$ cat config.mk
export PLATFORM = sky130hd
export DESIGN_NAME = gcd_sched_flat
export DESIGN_NICKNAME = d
export VERILOG_FILES = /design/src/rtl/gcd_sched_pkg.sv /design/src/rtl/gcd_sched_if.sv /design/src/rtl/gcd_sched_rr_picker.sv /design/src/rtl/gcd_sched.sv /design/src/flat_wrapper.sv
export SDC_FILE = /design/constraint.sdc
export NUM_CORES = 1
export LEC_CHECK = 0
export BUFFER_PORTS_ARGS = -buffer_cell sky130_fd_sc_hd__buf_2
export CAP_MARGIN = 20
export CORE_UTILIZATION = 26
export CTS_CLUSTER_DIAMETER = 120
export DETAILED_ROUTE_END_ITERATION = 16
export GPL_ROUTABILITY_DRIVEN = 1
export PLACE_DENSITY = 0.57
export SYNTH_ARGS = -nofsm -noshare
export SYNTH_HDL_FRONTEND = slang
export SYNTH_SLANG_ARGS = --single-unit
$ cat constraint.sdc
create_clock -name clk -period 5.67 [get_ports clk]
set_input_delay 0.567 -clock clk [delete_from_list [all_inputs] [get_ports clk]]
set_output_delay 0.567 -clock clk [all_outputs]
set_load 0.03 [all_outputs]
$ cat src/rtl/gcd_sched_pkg.sv
// Shared types and helpers for the gcd_sched round-robin engine scheduler.
package gcd_sched_pkg;

    typedef enum logic [1:0] {
        S_IDLE  = 2'd0,
        S_ISSUE = 2'd1,
        S_WAIT  = 2'd2,
        S_RESP  = 2'd3
    } sched_state_t;

    // Index width for n requesters; n is at least 2 so $clog2 never yields 0.
    function automatic int idx_w(input int n);
        return $clog2(n);
    endfunction

endpackage

$ cat src/rtl/gcd_sched_if.sv
// Requester-side bus of gcd_sched: operand requests in, grants and results out.
interface gcd_sched_if #(
    parameter int NREQ  = 4,
    parameter int NBITS = 32
);
    logic [NREQ-1:0]       req;
    logic [NREQ*NBITS-1:0] a_in;
    logic [NREQ*NBITS-1:0] b_in;
    logic [NREQ-1:0]       gnt;
    logic [NREQ-1:0]       resp_valid;
    logic [NBITS-1:0]      resp_result;
    logic                  resp_err;
    logic                  busy;

    modport master (
        output req, a_in, b_in,
        input  gnt, resp_valid, resp_result, resp_err, busy
    );

    modport slave (
        input  req, a_in, b_in,
        output gnt, resp_valid, resp_result, resp_err, busy
    );
endinterface

$ cat src/rtl/gcd_sched_rr_picker.sv
// Combinational round-robin arbiter: first active request after last_id wins.
module rr_picker
    import gcd_sched_pkg::*;
#(
    parameter int NREQ  = 4,
    parameter int IDX_W = idx_w(NREQ)
) (
    input  logic [NREQ-1:0]  req,
    input  logic [IDX_W-1:0] last_id,
    output logic             any,
    output logic [NREQ-1:0]  grant,
    output logic [IDX_W-1:0] idx
);

    int               pos;
    logic [IDX_W-1:0] cand;
    logic             take;

    // Scan positions last_id+1 .. last_id+NREQ (mod NREQ); the first hit is taken.
    always_comb begin
        any   = 1'b0;
        grant = '0;
        idx   = '0;
        pos   = 0;
        cand  = '0;
        take  = 1'b0;
        for (int i = 1; i <= NREQ; i++) begin
            pos         = (int'(last_id) + i) % NREQ;
            cand        = IDX_W'(pos);
            take        = !any && req[cand];
            grant[cand] = grant[cand] | take;
            idx         = take ? cand : idx;
            any         = any | take;
        end
    end

endmodule

$ cat src/rtl/gcd_sched.sv
// gcd_sched: shares one gcd engine among NREQ requesters in round-robin order.
// Optional watchdog on engine run time enabled by GCD_SCHED_TIMEOUT_EN.
module gcd_sched
    import gcd_sched_pkg::*;
#(
    parameter int NREQ    = 4,
    parameter int NBITS   = 32,
    parameter int TIMEOUT = 1024
) (
    input  logic             clk,
    input  logic             reset,
    gcd_sched_if.slave       bus,
    output logic             eng_start,
    output logic [NBITS-1:0] eng_a,
    output logic [NBITS-1:0] eng_b,
    output logic             eng_reset_n,
    input  logic             eng_done,
    input  logic [NBITS-1:0] eng_result
);

    localparam int IDX_W = idx_w(NREQ);

    if (NREQ < 2 || NREQ > 8 || TIMEOUT < 1) begin : g_param_check
        $error("gcd_sched: NREQ must be 2..8 and TIMEOUT at least 1");
    end

    sched_state_t     state_r;
    sched_state_t     state_s;
    logic [IDX_W-1:0] cur_id_r;
    logic [IDX_W-1:0] last_id_r;
    logic [NREQ-1:0]  cur_onehot_s;

    logic             pick_any_s;
    logic [NREQ-1:0]  pick_onehot_s;
    logic [IDX_W-1:0] pick_idx_s;
    logic [NBITS-1:0] a_sel_s;
    logic [NBITS-1:0] b_sel_s;

    logic [NREQ-1:0]  gnt_s;
    logic [NREQ-1:0]  resp_valid_s;
    logic             eng_start_s;
    logic             resp_err_s;
    logic             busy_s;
    logic             load_ops_s;
    logic             cap_res_s;
    logic [NBITS-1:0] res_s;
    logic             wait_end_s;
    logic             wd_fire_s;

    logic [NREQ-1:0]  gnt_r;
    logic [NREQ-1:0]  resp_valid_r;
    logic [NBITS-1:0] resp_result_r;
    logic             resp_err_r;
    logic             busy_r;
    logic             eng_start_r;
    logic [NBITS-1:0] eng_a_r;
    logic [NBITS-1:0] eng_b_r;

    rr_picker #(
        .NREQ  (NREQ),
        .IDX_W (IDX_W)
    ) u_picker (
        .req     (bus.req),
        .last_id (last_id_r),
        .any     (pick_any_s),
        .grant   (pick_onehot_s),
        .idx     (pick_idx_s)
    );

    assign a_sel_s      = bus.a_in[pick_idx_s*NBITS +: NBITS];
    assign b_sel_s      = bus.b_in[pick_idx_s*NBITS +: NBITS];
    assign cur_onehot_s = {{(NREQ-1){1'b0}}, 1'b1} << cur_id_r;

`ifdef GCD_SCHED_TIMEOUT_EN
    localparam int CNT_W = $clog2(TIMEOUT + 1);

    logic [CNT_W-1:0] wait_cnt_r;
    logic             wd_fire_r;
    logic             wd_hit_s;

    // Watchdog fires after TIMEOUT WAIT cycles; the fire cycle itself holds the engine in reset.
    assign wd_hit_s = (state_r == S_WAIT) && !wd_fire_r && !eng_done &&
                      (wait_cnt_r == CNT_W'(TIMEOUT - 1));

    // WAIT-cycle counter and one-cycle watchdog pulse.
    always_ff @(posedge clk or posedge reset) begin
        if (reset) begin
            wait_cnt_r <= '0;
            wd_fire_r  <= 1'b0;
        end else begin
            wd_fire_r <= wd_hit_s;
            if (state_r == S_WAIT && !wd_fire_r) begin
                wait_cnt_r <= wait_cnt_r + CNT_W'(1);
            end else begin
                wait_cnt_r <= '0;
            end
        end
    end

    assign wd_fire_s   = wd_fire_r;
    assign eng_reset_n = ~reset & ~wd_fire_r;
`else
    assign wd_fire_s   = 1'b0;
    assign eng_reset_n = ~reset;
`endif

    assign wait_end_s = eng_done | wd_fire_s;

    // State register.
    always_ff @(posedge clk or posedge reset) begin
        if (reset) begin
            state_r <= S_IDLE;
        end else begin
            state_r <= state_s;
        end
    end

    // Next-state logic.
    always_comb begin
        state_s = state_r;
        case (state_r)
            S_IDLE: begin
                if (pick_any_s) begin
                    state_s = S_ISSUE;
                end else begin
                    state_s = S_IDLE;
                end
            end
            S_ISSUE: state_s = S_WAIT;
            S_WAIT: begin
                if (wait_end_s) begin
                    state_s = S_RESP;
                end else begin
                    state_s = S_WAIT;
                end
            end
            S_RESP:  state_s = S_IDLE;
            default: state_s = S_IDLE;
        endcase
    end

    // Output logic: next values of the registered outputs, aligned with state_s.
    always_comb begin
        gnt_s        = '0;
        resp_valid_s = '0;
        eng_start_s  = 1'b0;
        resp_err_s   = 1'b0;
        load_ops_s   = 1'b0;
        cap_res_s    = 1'b0;
        res_s        = '0;
        case (state_r)
            S_IDLE: begin
                load_ops_s  = pick_any_s;
                gnt_s       = pick_onehot_s;
                eng_start_s = pick_any_s;
            end
            S_WAIT: begin
                cap_res_s    = wait_end_s;
                resp_valid_s = wait_end_s ? cur_onehot_s : '0;
                resp_err_s   = wd_fire_s;
                res_s        = wd_fire_s ? '0 : eng_result;
            end
            default: begin
                gnt_s = '0;
            end
        endcase
        busy_s = (state_s != S_IDLE);
    end

    // Output, operand and bookkeeping registers.
    always_ff @(posedge clk or posedge reset) begin
        if (reset) begin
            gnt_r         <= '0;
            resp_valid_r  <= '0;
            resp_result_r <= '0;
            resp_err_r    <= 1'b0;
            busy_r        <= 1'b0;
            eng_start_r   <= 1'b0;
            eng_a_r       <= '0;
            eng_b_r       <= '0;
            cur_id_r      <= '0;
            last_id_r     <= IDX_W'(NREQ - 1);
        end else begin
            gnt_r        <= gnt_s;
            resp_valid_r <= resp_valid_s;
            resp_err_r   <= resp_err_s;
            busy_r       <= busy_s;
            eng_start_r  <= eng_start_s;
            if (load_ops_s) begin
                eng_a_r  <= a_sel_s;
                eng_b_r  <= b_sel_s;
                cur_id_r <= pick_idx_s;
            end
            if (state_r == S_ISSUE) begin
                last_id_r <= cur_id_r;
            end
            if (cap_res_s) begin
                resp_result_r <= res_s;
            end
        end
    end

    assign bus.gnt         = gnt_r;
    assign bus.resp_valid  = resp_valid_r;
    assign bus.resp_result = resp_result_r;
    assign bus.resp_err    = resp_err_r;
    assign bus.busy        = busy_r;
    assign eng_start       = eng_start_r;
    assign eng_a           = eng_a_r;
    assign eng_b           = eng_b_r;

endmodule

$ cat src/flat_wrapper.sv
// flat-port wrapper written by rule: the top's interface ports become plain ports
module gcd_sched_flat import gcd_sched_pkg::*;
#(
    parameter int NREQ    = 4,
    parameter int NBITS   = 32,
    parameter int TIMEOUT = 1024
)
  (clk, reset, eng_start, eng_a, eng_b, eng_reset_n, eng_done, eng_result, bus_req, bus_a_in, bus_b_in, bus_gnt, bus_resp_valid, bus_resp_result, bus_resp_err, bus_busy);
  gcd_sched_if #(.NREQ(NREQ), .NBITS(NBITS)) bus_i ();
  input  logic clk;
  input  logic reset;
  output logic eng_start;
  output logic [NBITS-1:0] eng_a;
  output logic [NBITS-1:0] eng_b;
  output logic eng_reset_n;
  input  logic eng_done;
  input  logic [NBITS-1:0] eng_result;
  input wire logic [$bits(bus_i.req)-1:0] bus_req;
  input wire logic [$bits(bus_i.a_in)-1:0] bus_a_in;
  input wire logic [$bits(bus_i.b_in)-1:0] bus_b_in;
  output wire logic [$bits(bus_i.gnt)-1:0] bus_gnt;
  output wire logic [$bits(bus_i.resp_valid)-1:0] bus_resp_valid;
  output wire logic [$bits(bus_i.resp_result)-1:0] bus_resp_result;
  output wire logic [$bits(bus_i.resp_err)-1:0] bus_resp_err;
  output wire logic [$bits(bus_i.busy)-1:0] bus_busy;
  assign bus_i.req = bus_req;
  assign bus_i.a_in = bus_a_in;
  assign bus_i.b_in = bus_b_in;
  assign bus_gnt = bus_i.gnt;
  assign bus_resp_valid = bus_i.resp_valid;
  assign bus_resp_result = bus_i.resp_result;
  assign bus_resp_err = bus_i.resp_err;
  assign bus_busy = bus_i.busy;
  gcd_sched #(.NREQ(NREQ), .NBITS(NBITS), .TIMEOUT(TIMEOUT)) u_core (.clk(clk), .reset(reset), .bus(bus_i), .eng_start(eng_start), .eng_a(eng_a), .eng_b(eng_b), .eng_reset_n(eng_reset_n), .eng_done(eng_done), .eng_result(eng_result));
endmodule
==> metrics.md <==
| Metric | Value |
|---|---|
| Fin Hold WS | `298 ps` |
| Sequential-to-total area share from yosys stat | `38.2%` |
| Fin cells | `1455` |
| Worst endpoint data arrival time | `4220 ps` |
| Global placement routability congestion | `0.797` |
| Initial core utilization | `26.4%` |
| Worst Clk Skew | `12.8 ps` |
| Fillers | `2931` |
| First-pass GRT wire length | `35.5 mm` |
| CTS H-Tree Depth | `3` |
| Post-route ant nets | `0` |
| DP Area | `0.00952 mm^2` |
| PnR Total Power | `6.10 mW` |
| Final slew viol count | `0` |
| Mapped cell area | `0.00734 mm^2` |
| Die area | `0.0289 mm^2` |
| CTS tree | `yes` |
| YS warnings | `0` |
| CP Max Fanout | `52` |
| Design area | `0.00984 mm^2` |
| Max cap viols | `0` |
| Vias in the first global route | `6465` |
| Worst-path clk slew | `90 ps` |
| Hold buffers post-CTS | `0` |
| Async SR Flop Fraction | `100%` |
| CTS root buf | `clkbuf_16` |
| Max VDD drop | `0.365 mV` |
| Most numerous cell in the Yosys netlist | `nor2b_1` |
| Layout net count | `1374` |
| Most instantiated cells after synthesis | `nor2b_1 (134), dfrtp_1 (110), a211oi_1 (80)` |
| Skew-Pair Late Insertion Delay | `360 ps` |
| Pwr dens | `620 mW/mm^2` |
| Share of cells above drive strength 1 | `51.5%` |
| R2R depth | `10` |
| GRT Overall Usage | `15.7%` |
| Hold WC Path Type | `input pin to async pin` |
| DRC Markers | `0` |
| #FFs+latches synth | `112` |
| Finished Core Util | `35.4%` |
| Main synth FF type | `dfrtp_1` |
| Syn Area/Cell | `10.1 um^2` |
| Critical path class | `flop to flop` |
| Synth-to-Final Area Change | `34.2%` |
| Drt via density | `4.69` |
| CP Launch Type | `flop` |
| Pleak | `4.48 nW` |
| Worst setup margin | `1710 ps` |
| Setup Fix Bufs, Post-CTS | `0` |
| Clock tree buffer depth | `2` |
| Max Clk Rate | `253 MHz` |
| CORE AREA | `0.0278 mm^2` |
| WP data required | `5930 ps` |
| Via count | `6829` |
| Dpl cells | `1438` |
| Final min period | `3960 ps` |
| RSZ-0062 raised after global routing | `no` |
| Initial antenna violation count | `2` |
| Drt first-iter violations | `254` |
| Pin count of the biggest net entering global routing | `109` |
| Post-CTS Resized | `0` |
| Synthesized net count | `1026` |
| Yosys top cell by area | `dfrtp_1` |
| Num CTS Buffers | `9` |
| Critical path endpoint category | `flop` |
| Per-cell routed wire length | `16.1 um` |
| I/O pin total | `403` |
| Dpl ws | `1680 ps` |
| Final Setup Violations | `0` |
| Final Hold Violating Endpoints | `0` |
| R2r endpoint | `u_core.eng_b[29]` |
| R2R Setup Slk | `1710 ps` |
| Final wirelength | `23.4 mm` |
| Top cell type's share of synthesized area | `37.5%` |
| Die Y | `170 um` |
| EDFF count, synth | `0` |
| Status | `complete, no violations` |
| Most area-consuming cells after synthesis | `dfrtp_1 (38%), nor2b_1 (11%), a211oi_2 (8.4%)` |
| Row cnt | `61` |
| Die X | `170 um` |
| Drt pass-1 iters | `4` |
| DP Wirelength | `17.4 mm` |
| Clock Sinks | `112` |
| Gr ovfl total | `0` |
| Setup TNS | `0 ps` |
| Relative slew slack | `39.3%` |
| R2R Path Start | `u_core.last_id_r[1]` |
| Worst-Margin Slew | `911 ps` |
| IO Port Bufs | `401` |
| Final period util | `69.8%` |
| Cells after Synth | `723` |
| Synth unique cells | `54` |
==> final cells by class <==
class / count / area [um^2] / share of cell area [%]
Clock inverter: 7 / 93.8 / 0.953
Sequential cell: 112 / 2810 / 28.5
Inverter: 7 / 28.8 / 0.292
Antenna cell: 1 / 2.50 / 0.0254
Clock buffer: 9 / 225 / 2.29
Tap cell: 378 / 473 / 4.80
Multi-Input combinational cell: 530 / 4120 / 41.9
Timing Repair Buffer: 411 / 2090 / 21.3
==> report_power, final <==
| group | switching, mW | internal, mW |
|---|---|---|
| Clock | 0.371 | 0.326 |
| Sequential | 0.232 | 1.20 |
| Combinational | 2.61 | 1.36 |
==> worst max path at each step <==
| stage | from | endpoint | slack (ps) | cells past startpoint |
|---|---|---|---|---|
| 2_1_floorplan | reset | u_core.bus.busy | 1910 | 1 |
| 3_3_place_gp | u_core.last_id_r[1] | u_core.eng_b[29] | 1770 | 10 |
| 3_5_place_dp | u_core.last_id_r[1] | u_core.eng_b[29] | 1680 | 10 |
| 4_1_cts | u_core.last_id_r[1] | u_core.eng_b[29] | 1690 | 10 |
| 5_1_grt | u_core.last_id_r[1] | u_core.eng_b[29] | 1450 | 10 |
| 6_report | u_core.last_id_r[1] | u_core.eng_b[29] | 1710 | 10 |
==> flip-flops by register name, indices dropped and copies added, names as in the netlist, 2 cells and up <==
name / flops
u_core.last_id_r: 2
u_core.eng_b: 32
u_core.bus.resp_result: 32
u_core.state_r: 2
u_core.eng_a: 32
u_core.cur_id_r: 2
u_core.bus.gnt: 4
u_core.bus.resp_valid: 4
==> metal layers <==
layer	track usage [%]	wire, um	vias to the layer above
met1	19.3	10100	3206
met2	27.4	11500	250
li1	-	-	3353
met4	3.45	264	2
met5	0	13	-
met3	3.86	1460	18
==> critical path, stage by stage, from the launching register on <==
cell,delay (ps)
dfstp_2,810
inv_1,210
ha_1,380
mux4_2,460
nor3_1,250
a21oi_2,60
o311ai_2,150
o31a_4,820
buf_4,400
a211oi_1,70
o31ai_1,230
==> cell families after synthesis <==
kind of cell / share of synthesized area [%]
simple gates: 18.1
compound gates: 29.9
flops: 38.2
buf+inv: 5.73
mux: 6.62
fa+ha+maj: 1.36
other cells: 0.0511
==> placed cells by master, fill, tap and decap left out, drive strengths merged, types with 2 or more instances in the layout <==
| cell | n |
|---|---|
| mux2i | 8 |
| inv | 12 |
| o311ai | 3 |
| nor3b | 3 |
| nand3b | 2 |
| clkinv | 2 |
| mux2 | 34 |
| nor3 | 2 |
| nand3 | 6 |
| dfstp | 2 |
| nor4bb | 2 |
| o21ai | 11 |
| nor4b | 2 |
| o31ai | 66 |
| nor2b | 134 |
| nor2 | 4 |
| buf | 411 |
| o22ai | 5 |
| dfrtp | 110 |
| clkbuf | 9 |
| o211ai | 2 |
| a211oi | 129 |
| ha | 8 |
| a31oi | 2 |
| nand2b | 2 |
| a21oi | 6 |
| nand2 | 79 |
| a221o | 4 |
Power figures use the tool's default switching activity.
